`src/rtl/game_pkg.sv`:
```
`default_nettype none
// ============================================================================
// game_pkg: shared game-flow state type, keycodes and fade scaling helper.
// Rev 1.0
// ============================================================================
package game_pkg;

  typedef enum logic [2:0] {
    TITLE          = 3'd0,
    ROAM           = 3'd1,
    FADE_TO_BATTLE = 3'd2,
    BATTLE         = 3'd3,
    FADE_TO_ROAM   = 3'd4,
    CHAMPION       = 3'd5,
    DEFEAT         = 3'd6
  } game_state_t;

  // USB HID keycodes
  localparam logic [7:0] W     = 8'h1A;
  localparam logic [7:0] A     = 8'h04;
  localparam logic [7:0] S     = 8'h16;
  localparam logic [7:0] D     = 8'h07;
  localparam logic [7:0] ENTER = 8'h28;

  localparam int NUM_BATTLES_DEFAULT = 5;

  // Map a fade count onto the 0..15 brightness scale, truncating.
  function automatic logic [3:0] fade_scale(input logic [3:0] count, input int frames);
    int scaled;
    scaled = (int'(count) * 15) / (frames - 1);
    return scaled[3:0];
  endfunction

endpackage
`default_nettype wire

```
`src/rtl/frame_tick_gen.sv`:
```
`default_nettype none
// ============================================================================
// frame_tick_gen: 2-flop synchroniser plus registered rising-edge pulse.
// Rev 1.0
// ============================================================================
module frame_tick_gen (
  input  logic clk,
  input  logic rst_n,
  input  logic i_async,
  output logic o_tick
);

  logic r_sync1, r_sync2, r_prev, r_tick;

  always_ff @(posedge clk or negedge rst_n) begin
    if (!rst_n) begin
      r_sync1 <= 1'b0;
      r_sync2 <= 1'b0;
      r_prev  <= 1'b0;
      r_tick  <= 1'b0;
    end else begin
      r_sync1 <= i_async;
      r_sync2 <= r_sync1;
      r_prev  <= r_sync2;
      r_tick  <= r_sync2 & ~r_prev;
    end
  end

  assign o_tick = r_tick;

endmodule
`default_nettype wire

```
`src/rtl/battle_sequencer.sv`:
```
`default_nettype none
// ============================================================================
// battle_sequencer: Elite Four game-flow FSM (title/roam/battle/fades/end).
// Optional fade counter enabled by BATTLE_SEQUENCER_FADE_EN. Rev 1.0
// ============================================================================
module battle_sequencer #(
  parameter int         NUM_BATTLES = game_pkg::NUM_BATTLES_DEFAULT,
  parameter int         FADE_FRAMES = 16,
  parameter logic [7:0] ENTER       = 8'h28
) (
  input  logic       Clk,
  input  logic       Reset_n,
  input  logic       frame_clk,
  input  logic [7:0] keycode,
  input  logic       start_battle,
  input  logic       battle_won,
  input  logic       battle_lost,
  output logic       is_roam,
  output logic       is_battle,
  output logic [2:0] cur_battle,
  output logic [3:0] fade_level,
  output logic       champion,
  output logic       game_over
);
  import game_pkg::*;

  localparam logic [2:0] LAST_BATTLE = 3'(NUM_BATTLES - 1);

  if (FADE_FRAMES < 2 || FADE_FRAMES > 16) begin : g_bad_fade_frames
    $error("battle_sequencer: FADE_FRAMES must be in 2..16");
  end

  logic        w_frame_tick, w_enter_now, w_in_fade, w_fade_end;
  logic        r_key_was_enter, r_enter_tick, r_start, r_won, r_lost;
  game_state_t r_state, w_next;
  logic [2:0]  r_cur, w_cur_next;
  logic [3:0]  w_level_next, r_fade_level;
  logic        r_is_roam, r_is_battle, r_champion, r_game_over;

  frame_tick_gen u_frame_tick (
    .clk     (Clk),
    .rst_n   (Reset_n),
    .i_async (frame_clk),
    .o_tick  (w_frame_tick)
  );

  assign w_enter_now = (keycode == ENTER);

  // Input stage: every control input acts one cycle after it is sampled.
  always_ff @(posedge Clk or negedge Reset_n) begin
    if (!Reset_n) begin
      r_key_was_enter <= 1'b0;
      r_enter_tick    <= 1'b0;
      r_start         <= 1'b0;
      r_won           <= 1'b0;
      r_lost          <= 1'b0;
    end else begin
      r_key_was_enter <= w_enter_now;
      r_enter_tick    <= w_enter_now & ~r_key_was_enter;
      r_start         <= start_battle;
      r_won           <= battle_won;
      r_lost          <= battle_lost;
    end
  end

  assign w_in_fade = (r_state == FADE_TO_BATTLE) || (r_state == FADE_TO_ROAM);

`ifdef BATTLE_SEQUENCER_FADE_EN
  localparam logic [3:0] FADE_LAST = 4'(FADE_FRAMES - 1);

  logic [3:0] r_fade_cnt, w_cnt_next;

  assign w_fade_end = w_frame_tick && (r_fade_cnt == FADE_LAST);

  always_comb begin
    w_cnt_next = 4'd0;
    if (w_in_fade && !w_fade_end)
      w_cnt_next = w_frame_tick ? r_fade_cnt + 4'd1 : r_fade_cnt;
  end

  always_ff @(posedge Clk or negedge Reset_n) begin
    if (!Reset_n) r_fade_cnt <= 4'd0;
    else          r_fade_cnt <= w_cnt_next;
  end

  assign w_level_next = (w_next == FADE_TO_BATTLE || w_next == FADE_TO_ROAM)
                      ? fade_scale(w_cnt_next, FADE_FRAMES) : 4'd0;
`else
  assign w_fade_end   = w_frame_tick;
  assign w_level_next = 4'd0;
`endif

  // Loss is tested before win so a simultaneous pair always ends in DEFEAT.
  always_comb begin
    w_next     = r_state;
    w_cur_next = r_cur;
    case (r_state)
      TITLE:          if (r_enter_tick) w_next = ROAM;
      ROAM:           if (r_start)      w_next = FADE_TO_BATTLE;
      FADE_TO_BATTLE: if (w_fade_end)   w_next = BATTLE;
      BATTLE: begin
        if (r_lost) begin
          w_next = DEFEAT;
        end else if (r_won) begin
          if (r_cur == LAST_BATTLE) begin
            w_next = CHAMPION;
          end else begin
            w_next     = FADE_TO_ROAM;
            w_cur_next = r_cur + 3'd1;
          end
        end
      end
      FADE_TO_ROAM:   if (w_fade_end)   w_next = ROAM;
      CHAMPION, DEFEAT: begin
        if (r_enter_tick) begin
          w_next     = TITLE;
          w_cur_next = 3'd0;
        end
      end
      default:        w_next = TITLE;
    endcase
  end

  always_ff @(posedge Clk or negedge Reset_n) begin
    if (!Reset_n) begin
      r_state      <= TITLE;
      r_cur        <= 3'd0;
      r_is_roam    <= 1'b0;
      r_is_battle  <= 1'b0;
      r_champion   <= 1'b0;
      r_game_over  <= 1'b0;
      r_fade_level <= 4'd0;
    end else begin
      r_state      <= w_next;
      r_cur        <= w_cur_next;
      r_is_roam    <= (w_next == ROAM);
      r_is_battle  <= (w_next == BATTLE);
      r_champion   <= (w_next == CHAMPION);
      r_game_over  <= (w_next == DEFEAT);
      r_fade_level <= w_level_next;
    end
  end

  assign is_roam    = r_is_roam;
  assign is_battle  = r_is_battle;
  assign cur_battle = r_cur;
  assign fade_level = r_fade_level;
  assign champion   = r_champion;
  assign game_over  = r_game_over;

endmodule
`default_nettype wire

```
`config.mk`:
```
export PLATFORM = sky130hd
export DESIGN_NAME = battle_sequencer
export DESIGN_NICKNAME = d
export VERILOG_FILES = /design/src/rtl/game_pkg.sv /design/src/rtl/frame_tick_gen.sv /design/src/rtl/battle_sequencer.sv
export SDC_FILE = /design/constraint.sdc
export NUM_CORES = 1
export LEC_CHECK = 0
export ABC_CLOCK_PERIOD_IN_PS = 1700
export BUFFER_PORTS_ARGS = -buffer_cell sky130_fd_sc_hd__buf_4
export CORE_MARGIN = 3
export CORE_UTILIZATION = 45
export CTS_CLUSTER_SIZE = 28
export DETAILED_ROUTE_END_ITERATION = 6
export GPL_TIMING_DRIVEN = 0
export PLACE_DENSITY = 0.79
export SYNTH_ARGS = -nofsm -noshare
export SYNTH_HDL_FRONTEND = slang
export SYNTH_HIERARCHICAL = 1
export SYNTH_SLANG_ARGS = --single-unit
```
`constraint.sdc`:
```
create_clock -name Clk -period 1.7 [get_ports Clk]
set_input_delay 0 -clock Clk [delete_from_list [all_inputs] [get_ports Clk]]
set_output_delay 0 -clock Clk [all_outputs]
set_load 0.05 [all_outputs]
```
# Word-level counts from Yosys, hierarchy flattened
# Index checks and enable logic that the tools add are counted.
# word_totals
ram_bits,0
romBits,0
inputBits,14
latch_bits,0
reg_bits,19
memories,0
elab_cells,54
# classes
magnitude_cmp,0
n_mul,0
add_sub_neg,1
div,0
n_bitwise,4
eq_ne,16
reduce_logical,4
mux,14
n_shift,0
# ops
operator,n
$mux 3,11
$eq 3x3->1 const B,6
$pmux 3 s6,1
$eq 3x2->1 const B,3
$eq 8x6->1 const B,1
$ne 2x2->1 const B,4
$eq 3x1->1 const B,2
$pmux 3 s2,1
$reduce_and 5->1,1
$add 3x1->3 const B,1
$logic_not 3->1,1
$and 1x1->1,2
$not 1->1,2
$reduce_bool 2->1,1
$reduce_or 2->1,1
$mux 1,1

# Depth between registers and ports, before layout
# Gate-level depths: netlist of run 1.
# depth
word_depth,6
mapped_depth,6
depth_no_buf,6

# Modules after synthesis
# The synthesis of run 1 kept the hierarchy.
# modules_own_cells
module,n_inst,area_per_inst_um2,seq_area_each_um2,cells_each
battle_sequencer,1,789.5,375.4,71
frame_tick_gen,1,113.9,100.1,5

# Worst setup path after synthesis of run 1
# No wires, ideal clock.
# synth_timing
kind,reg-to-reg
from,register r_cur[1] (netlist: cur_battle[1])
to,register r_champion (netlist: champion)
period_less_slack_ns,1.966
setup_ns,0.096
path_slack_ns,-0.266
arrival_ns,1.870
stages_incl_launch_ff,7
cell_sequence,dfrtp_1 -> inv_1 -> ha_1 -> nand2_1 -> a211o_1 -> mux4_2 -> a311oi_2
# synth_between
elab_chain_len,6
# synth_rtl
element,line_no,text
start: declaration,battle_sequencer.sv:36,"logic [2:0] r_cur, w_cur_next;"
start signal: assignment,battle_sequencer.sv:135,r_cur <= w_cur_next;
$eq 3x3->1,battle_sequencer.sv:105,if (r_cur == LAST_BATTLE) begin
$mux 1,battle_sequencer.sv:105,
$mux 3,battle_sequencer.sv:104,end else if (r_won) begin
$mux 3,battle_sequencer.sv:102,if (r_lost) begin
$pmux 3 s6,battle_sequencer.sv:97,case (r_state)
$eq 3x3->1,battle_sequencer.sv:138,r_champion <= (w_next == CHAMPION);
end signal: assignment,battle_sequencer.sv:138,
end: declaration,battle_sequencer.sv:38,"logic r_is_roam, r_is_battle, r_champion, r_game_over;"
# No other way between the ends.
# A chain may end at the register's enable or synchronous reset.

# Worst setup path in the final report of run 1
# layout_timing
from,register r_cur[0] (netlist: cur_battle[0])
to,register r_champion (netlist: champion)
# The elaborated chain is that of the path after synthesis.

==> flow_summary.json, run 1 <==
{
  "crit_path_end_kind": "flip-flop",
  "violations": "negative setup slack",
  "die_h_um": 50.8,
  "setup.worst_path.class": "reg2reg",
  "tns_ns": -0.0236,
  "final_cell_mix": "buf_4, dfrtp_1, dlygate4sd3_1",
  "clock_latency_ns": 0.29,
  "insertedDiodeCount": 0,
  "dp_hpwl_um": 1160,
  "final_common_cell": "buf_4",
  "drive_gt1_frac": 0.396,
  "wire_per_inst_um": 12.7,
  "cap_violations": 0,
  "synthDistinctLibCells": 34,
  "ys_async_sr_fraction": 1.00,
  "io_pins": 25,
  "cpMaxStageDelayCell": "mux4_2",
  "die-width_um": 50.8,
  "grt_pass1_vias": 699,
  "numClockSinks": 19,
  "cp-startpoint": "cur_battle[0]",
  "synth-edff-count": 0,
  "finalNetCount": 128,
  "initial_core_util": 0.501,
  "whs_ns": 0.0196,
  "numPortBuffers": 20,
  "critPathArrivalTime_ns": 1.94,
  "slowest_delay_ns": 0.52,
  "fmaxAchievable_mhz": 580,
  "cts_root_buf": "clkbuf_4",
  "antenna_left": 0,
  "routed-via-count": 671,
  "placementRows": 15,
  "fin_skew_ns": 0.00407,
  "drt_iter0_drc": 7,
  "drc": 0,
  "holdPathEnd": "r_key_was_enter",
  "max-clock-path-buffers": 2,
  "hp-start": "keycode[3]",
  "area_growth_pct": 35.0,
  "drv_slew": 0,
  "setup_viol": 1,
  "hold-path-cell-count": 2,
  "multi_input_area_um2": 372,
  "path_clk_slew_ns": 0.10,
  "grt_pass1_wl_um": 2860,
  "tritoncts": "yes",
  "critPathRequiredTime_ns": 1.91,
  "dp.cells": 124,
  "max-vdd-ir-drop_mv": 0.713,
  "synth_flop_cell": "dfrtp_1",
  "grt_max_degree": 20,
  "r2r-end": "champion",
  "timing.rr.start": "cur_battle[0]",
  "synth.avg_cell_area_um2": 11.9,
  "grt_overflow": 0,
  "gp_congestion": 0.778,
  "synth_seq_cells": 19,
  "setup_ws_ns": -0.0236,
  "synthCells": 76,
  "r2r_slack_ns": -0.02,
  "syn_area_um2": 903,
  "h-tree-depth": 1,
  "firstDrtPassIters": 4,
  "fin_cells": 136,
  "cp_max_fo": 4,
  "drt_wl_total_um": 1730,
  "status": "finished, violations left",
  "start_kind": "flip-flop",
  "die-area_mm2": 0.00258,
  "core_area_mm2": 0.00180,
  "finalCritPeriodShare": 1.01,
  "grt_setup_unrepaired": "true",
  "yosysWarnings": 6,
  "antenna_found_initial": 0,
  "power.density_mw_per_mm2": 1330,
  "cellLeakagePower_nw": 0.590,
  "hold_viol": 0,
  "cts_made_buffers": 3,
  "synth_seq_area_share": 0.526,
  "post-place-ws_ns": -0.0422,
  "crit_chain": "inv_2, ha_4, nand2_2, a211o_1, mux4_2, a311oi_2",
  "layout_min_cycle_time_ns": 1.72,
  "fill_cells": 139,
  "hp-class": "in2reg",
  "seq_area_um2": 478,
  "rr_worst_depth": 6,
  "avgViaCountPerCell": 4.93,
  "grtUsageTotal": 0.154
}
==> routing by layer <==
metal,up-vias,GRT usage,part of all wire
met5,-,0,0
met4,0,0.0673,0.023
met3,6,0.0356,0.062
met2,28,0.285,0.53
met1,311,0.163,0.39
li1,326,-,-
==> area by class of cell <==
type | count | share of cell area
Tap cell | 25 | 0.0256
Clock buffer | 4 | 0.0215
Timing Repair Buffer | 28 | 0.185
Inverter | 4 | 0.0123
Multi-Input combinational cell | 49 | 0.305
Sequential cell | 19 | 0.392
Buffer | 7 | 0.0595
==> sequential cells by signal (all words and copies together) (netlist names) <==
signal,flops
champion,1
cur_battle,3
game_over,1
is_battle,1
is_roam,1
r_enter_tick,1
r_key_was_enter,1
r_lost,1
r_start,1
r_state,3
r_won,1
u_frame_tick/o_tick,1
u_frame_tick/r_prev,1
u_frame_tick/r_sync1,1
u_frame_tick/r_sync2,1
==> worst max-delay path, delay by kind of cell (launching register included) <==
kind / cells / cell delay (ns)
multiplexers: 1 / 0.52
AO/OA/AOI/OAI: 2 / 0.44
flip-flops: 1 / 0.43
adder cells (fa/ha/maj): 1 / 0.12
buffers and inverters: 1 / 0.07
AND/OR/NAND/NOR: 1 / 0.05
==> cells by family after synthesis <==
| logic type | share of synthesized area |
|---|---|
| DFF | 0.526 |
| AOI/OAI and AO/OA | 0.0887 |
| and+or+nand+nor | 0.198 |
| buffers and inverters | 0.0969 |
| muxes | 0.0582 |
| adders and majority gates | 0.0277 |
| other | 0.00415 |
==> what timing repair did <==
| action | 4_1_cts | 5_1_grt |
|---|---|---|
| setup endpoints to repair | 3 | 3 |
| buffers inserted | 2 | 0 |
| pin swaps | 0 | 1 |
| hold buffers | 6 | 0 |
| gates resized for setup | 0 | 4 |
| hold endpoints to repair | 24 | 0 |
==> power breakdown <==
part,switching [mW],internal [mW]
Combinational,0.472,0.345
Clock,0.132,0.0914
Sequential,0.0496,0.537
==> Yosys cell counts (all sizes together), types with 2 or more instances <==
cell type,count,area [um2]
buf,7,72.6
dfrtp,19,475
ha,2,25.0
inv,4,15.0
mux2i,3,30.0
nand2,4,15.0
nand2b,2,15.0
nand3,4,20.0
nor2,2,7.51
nor2b,7,53.8
nor3,2,10.0
o21ai,4,20.0
==> worst max-delay path by stage <==
stage	endpoint	slack, ns
CTS	champion	-0.02
global route	champion	-0.10
finish	champion	-0.02
detailed placement	champion	-0.04
global placement	champion	-0.03
floorplan	champion	-0.12
==> through the flow <==
stage	area [um2]	power, mW	utilization
2_1_floorplan	917	1.16	-
3_3_place_gp	1100	1.31	0.610
3_5_place_dp	1100	1.34	0.610
4_1_cts	1200	1.60	0.666
6_report	1220	1.63	0.677
5_1_grt	1220	1.74	0.677
No activity file was read; power rests on OpenSTA's default activity.
==> run 2: changes to the inputs <==
--- a/config.mk
+++ b/config.mk
@@ -5,14 +5,14 @@
 export SDC_FILE = /design/constraint.sdc
 export NUM_CORES = 1
 export LEC_CHECK = 0
-export ABC_CLOCK_PERIOD_IN_PS = 1700
+export ABC_CLOCK_PERIOD_IN_PS = 1640
 export BUFFER_PORTS_ARGS = -buffer_cell sky130_fd_sc_hd__buf_4
 export CORE_MARGIN = 3
-export CORE_UTILIZATION = 45
+export CORE_UTILIZATION = 50
 export CTS_CLUSTER_SIZE = 28
 export DETAILED_ROUTE_END_ITERATION = 6
 export GPL_TIMING_DRIVEN = 0
-export PLACE_DENSITY = 0.79
+export PLACE_DENSITY = 0.83
 export SYNTH_ARGS = -nofsm -noshare
 export SYNTH_HDL_FRONTEND = slang
 export SYNTH_HIERARCHICAL = 1
==> constraint.sdc (replaced) <==
create_clock -name Clk -period 1.64 [get_ports Clk]
set_input_delay 0 -clock Clk [delete_from_list [all_inputs] [get_ports Clk]]
set_output_delay 0 -clock Clk [all_outputs]
set_load 0.05 [all_outputs]
==> flow_summary.json, run 2 (same netlist as run 1, synthesis figures left out) <==
{
  "post-place-ws_ns": -0.105,
  "insertedDiodeCount": 0,
  "clock_latency_ns": 0.30,
  "cts_made_buffers": 3,
  "gp_congestion": 0.806,
  "antenna_left": 0,
  "h-tree-depth": 1,
  "final_common_cell": "buf_4",
  "wire_per_inst_um": 14.8,
  "io_pins": 25,
  "die-width_um": 48.5,
  "initial_core_util": 0.567,
  "placementRows": 14,
  "grt_setup_unrepaired": "true",
  "final_cell_area_mm2": 0.00127,
  "drv_slew": 0,
  "layout_min_cycle_time_ns": 1.76,
  "max-clock-path-buffers": 2,
  "critPathRequiredTime_ns": 1.85,
  "start_kind": "flip-flop",
  "path_clk_slew_ns": 0.11,
  "cts_root_buf": "clkbuf_4",
  "grt_pass1_wl_um": 3570,
  "hold_viol": 0,
  "tritoncts": "yes",
  "avgViaCountPerCell": 5.29,
  "core_area_mm2": 0.00159,
  "max-vdd-ir-drop_mv": 1.08,
  "setup.worst_path.class": "reg2reg",
  "drt_iter0_drc": 8,
  "die-area_mm2": 0.00235,
  "routed-via-count": 740,
  "grt_max_degree": 20,
  "grt_overflow": 0,
  "power.density_mw_per_mm2": 1410,
  "dp_hpwl_um": 1240,
  "finalNetCount": 133,
  "area_growth_pct": 40.4,
  "drt_wl_total_um": 2070,
  "die_h_um": 48.5,
  "violations": "negative setup slack",
  "crit_path_end_kind": "flip-flop",
  "setup_viol": 4,
  "fill_cells": 102,
  "whs_ns": 0.0916,
  "multi_input_area_um2": 380,
  "drc": 0,
  "cellLeakagePower_nw": 0.617,
  "firstDrtPassIters": 7,
  "drive_gt1_frac": 0.448,
  "status": "finished, violations left",
  "finalCritPeriodShare": 1.07,
  "numPortBuffers": 20,
  "critPathArrivalTime_ns": 1.97,
  "numClockSinks": 19,
  "post_dp_cell_area_mm2": 0.00110,
  "grtUsageTotal": 0.206,
  "antenna_found_initial": 0,
  "cap_violations": 0,
  "seq_area_um2": 478,
  "cp_max_fo": 4,
  "setup_ws_ns": -0.121,
  "final_cell_mix": "buf_4, dfrtp_1, dlygate4sd3_1",
  "fin_skew_ns": 0.00724,
  "fmaxAchievable_mhz": 568,
  "hp-class": "in2async",
  "grt_pass1_vias": 771
}
-- run 2: per-stage QoR --
stage | setup TNS, ns | total power [mW] | instances | utilization
floorplan | -0.455 | 1.20 | 79 | -
global placement | -0.140 | 1.36 | 123 | 0.688
detailed placement | -0.196 | 1.39 | 123 | 0.688
CTS | -0.168 | 1.71 | 137 | 0.776
global route | -0.621 | 1.90 | 140 | 0.796
finish | -0.263 | 1.79 | 140 | 0.796
-- run 2: worst paths after layout --
check | start | end | slack [ns] | cells past startpoint
max | cur_battle[1] | champion | -0.12 | 6
min | Reset_n | r_state[1] | 0.09 | 2
max reg2reg | cur_battle[1] | champion | -0.12 | 6
min reg2reg | u_frame_tick/r_sync1 | u_frame_tick/r_sync2 | 0.36 | 0
max in group asynchronous | Reset_n | cur_battle[1] | 1.33 | 2
min in group Clk | keycode[3] | r_enter_tick | 0.10 | 3
-- run 2: per-layer routing --
metal	part of all wire	up-vias	global-route usage	routed length, um
met2	0.54	45	0.394	1120
met3	0.072	13	0.0491	149
li1	-	338	-	-
met1	0.35	344	0.201	726
met5	0	-	0	0
met4	0.033	0	0.114	68
-- run 2: area by class of cell --
| class | instances | area share |
|---|---|---|
| Multi-Input combinational cell | 49 | 0.300 |
| Clock buffer | 3 | 0.0178 |
| Inverter | 4 | 0.0118 |
| Timing Repair Buffer | 33 | 0.209 |
| Clock inverter | 1 | 0.00394 |
| Sequential cell | 19 | 0.377 |
| Buffer | 7 | 0.0572 |
| Tap cell | 24 | 0.0237 |
-- run 2: worst max-delay path, stage by stage (launching register included) --
cell and delay (ns):
dfrtp_2 0.42, inv_2 0.07, ha_4 0.12, nand2_2 0.05
a211o_1 0.26, mux4_2 0.54, a311oi_2 0.21
-- run 2: repair_timing --
item	in CTS	in global routing
pin swaps	1	2
hold buffers	7	0
endpoints found under the hold margin	24	0
resized for setup	4	3
setup buffers	3	3
endpoints found under the setup margin	3	6
-- run 2: where the power goes --
part           internal (mW)  switching (mW)  total, mW
sequential             0.557          0.0491      0.606
combinational          0.408           0.533      0.941
clock                 0.0910           0.149      0.240
total                   1.06           0.731       1.79
==> run 3: changes to the inputs <==
==> constraint.sdc (replaced) <==
create_clock -name Clk -period 1.64 [get_ports Clk]
set_input_delay 0.164 -clock Clk [delete_from_list [all_inputs] [get_ports Clk]]
set_output_delay 0.164 -clock Clk [all_outputs]
set_load 0.05 [all_outputs]
==> flow_summary.json, run 3 (same netlist as run 1, synthesis figures left out) <==
{
  "drt_wl_total_um": 1990,
  "hp-class": "in2reg",
  "critPathRequiredTime_ns": 1.86,
  "cap_violations": 0,
  "firstDrtPassIters": 4,
  "drive_gt1_frac": 0.456,
  "numPortBuffers": 20,
  "core_area_mm2": 0.00159,
  "status": "finished, violations left",
  "final_cell_mix": "buf_4, dfrtp_1, nor2b_1, dlygate4sd3_1",
  "tns_ns": -0.281,
  "die_h_um": 48.5,
  "grt_max_degree": 20,
  "dp_hpwl_um": 1240,
  "numClockSinks": 19,
  "finalNetCount": 131,
  "hold_viol": 0,
  "grt_overflow": 0,
  "cts_made_buffers": 3,
  "setup_ws_ns": -0.126,
  "fin_skew_ns": 0.00419,
  "gp_congestion": 0.806,
  "fmaxAchievable_mhz": 566,
  "antenna_left": 0,
  "cellLeakagePower_nw": 0.606,
  "cpMaxStageDelayCell": "mux4_2",
  "final_common_cell": "buf_4",
  "io_pins": 25,
  "die-area_mm2": 0.00235,
  "crit_chain": "inv_2, ha_4, nand2_2, a211o_1, mux4_2, a311oi_2",
  "power.density_mw_per_mm2": 1430,
  "total_power_mw": 1.79,
  "placementRows": 14,
  "avgViaCountPerCell": 5.31,
  "insertedDiodeCount": 0,
  "path_clk_slew_ns": 0.11,
  "clock_latency_ns": 0.31,
  "h-tree-depth": 1,
  "max-clock-path-buffers": 2,
  "grt_pass1_wl_um": 3450,
  "final_core_util": 0.783,
  "cp_max_fo": 4,
  "max-vdd-ir-drop_mv": 1.09,
  "layout_min_cycle_time_ns": 1.77,
  "die-width_um": 48.5,
  "slowest_delay_ns": 0.54,
  "violations": "negative setup slack",
  "initial_core_util": 0.567,
  "tritoncts": "yes",
  "grtUsageTotal": 0.198,
  "cts_root_buf": "clkbuf_4",
  "area_growth_pct": 38.2,
  "finalCritPeriodShare": 1.08,
  "drc": 0,
  "crit_path_end_kind": "flip-flop",
  "drt_iter0_drc": 12,
  "setup.worst_path.class": "reg2reg",
  "critPathArrivalTime_ns": 1.99,
  "antenna_found_initial": 0,
  "drv_slew": 0,
  "wire_per_inst_um": 14.4,
  "grt_pass1_vias": 752,
  "grt_setup_unrepaired": "true",
  "start_kind": "flip-flop",
  "whs_ns": 0.149,
  "routed-via-count": 733,
  "setup_viol": 4
}
[run 3: changes by cell type in the layout (fill, tap and decap cells not counted), sizes merged]
| cell | change |
|---|---|
| dlygate4sd3 | -2 |
[run 3: critical path, delay by kind of cell, from the launching register on]
| kind | cells | cell delay [ns] |
|---|---|---|
| AOI/OAI and AO/OA | 2 | 0.47 |
| adders and majority gates | 1 | 0.12 |
| buffers and inverters | 1 | 0.07 |
| DFF | 1 | 0.43 |
| muxes | 1 | 0.54 |
| and+or+nand+nor | 1 | 0.05 |
[run 3: what timing repair did]
item / in CTS / in global routing
pin swaps: 1 / 2
hold buffers: 5 / 0
endpoints found under the hold margin: 23 / 0
gates cloned: 0 / 0
buffers inserted: 3 / 3
endpoints found under the setup margin: 3 / 6
resized for setup: 4 / 3
[run 3: cell type report]
type | instances | area (um2)
clock inverters | 1 | 5.00
repair buffers | 31 | 245
inverters | 4 | 15.0
plain buffers | 7 | 72.6
well taps | 24 | 30.0
fillers | 105 | 345
clock buffers | 3 | 22.5
multi-input cells | 49 | 380
flip-flops and latches | 19 | 478
[run 3: final timing paths]
path                                              to            startpoint  slack [ns]  depth (start not counted)
worst max-delay path                        champion         cur_battle[1]       -0.13                          6
worst min-delay path                 r_key_was_enter            keycode[2]        0.15                          2
worst max register to register              champion         cur_battle[1]       -0.13                          6
worst min register to register  u_frame_tick/r_sync2  u_frame_tick/r_sync1        0.36                          0
max in group asynchronous              cur_battle[1]               Reset_n        1.18                          2
min in group asynchronous                 r_state[1]               Reset_n        0.25                          2
[run 3: metrics by stage]
stage,std cells,cell area (um2),setup slack (ns)
CTS,135,1220,-0.0926
global route,138,1250,-0.172
global placement,123,1100,-0.0797
finish,138,1250,-0.126
floorplan,79,917,-0.182
detailed placement,123,1100,-0.105
[run 3: where the power goes]
group / internal [mW] / switching, mW
combinational: 0.406 / 0.530
clock: 0.0912 / 0.153
sequential: 0.557 / 0.0493
total: 1.05 / 0.733
[run 3: layer usage]
metal  vias to the layer above  GRT usage  share of wire
met1                       356      0.199           0.37
met4                         0      0.114          0.030
met3                         7     0.0460          0.066
met2                        36      0.369           0.54
met5                         -          0              0
li1                        334          -              -
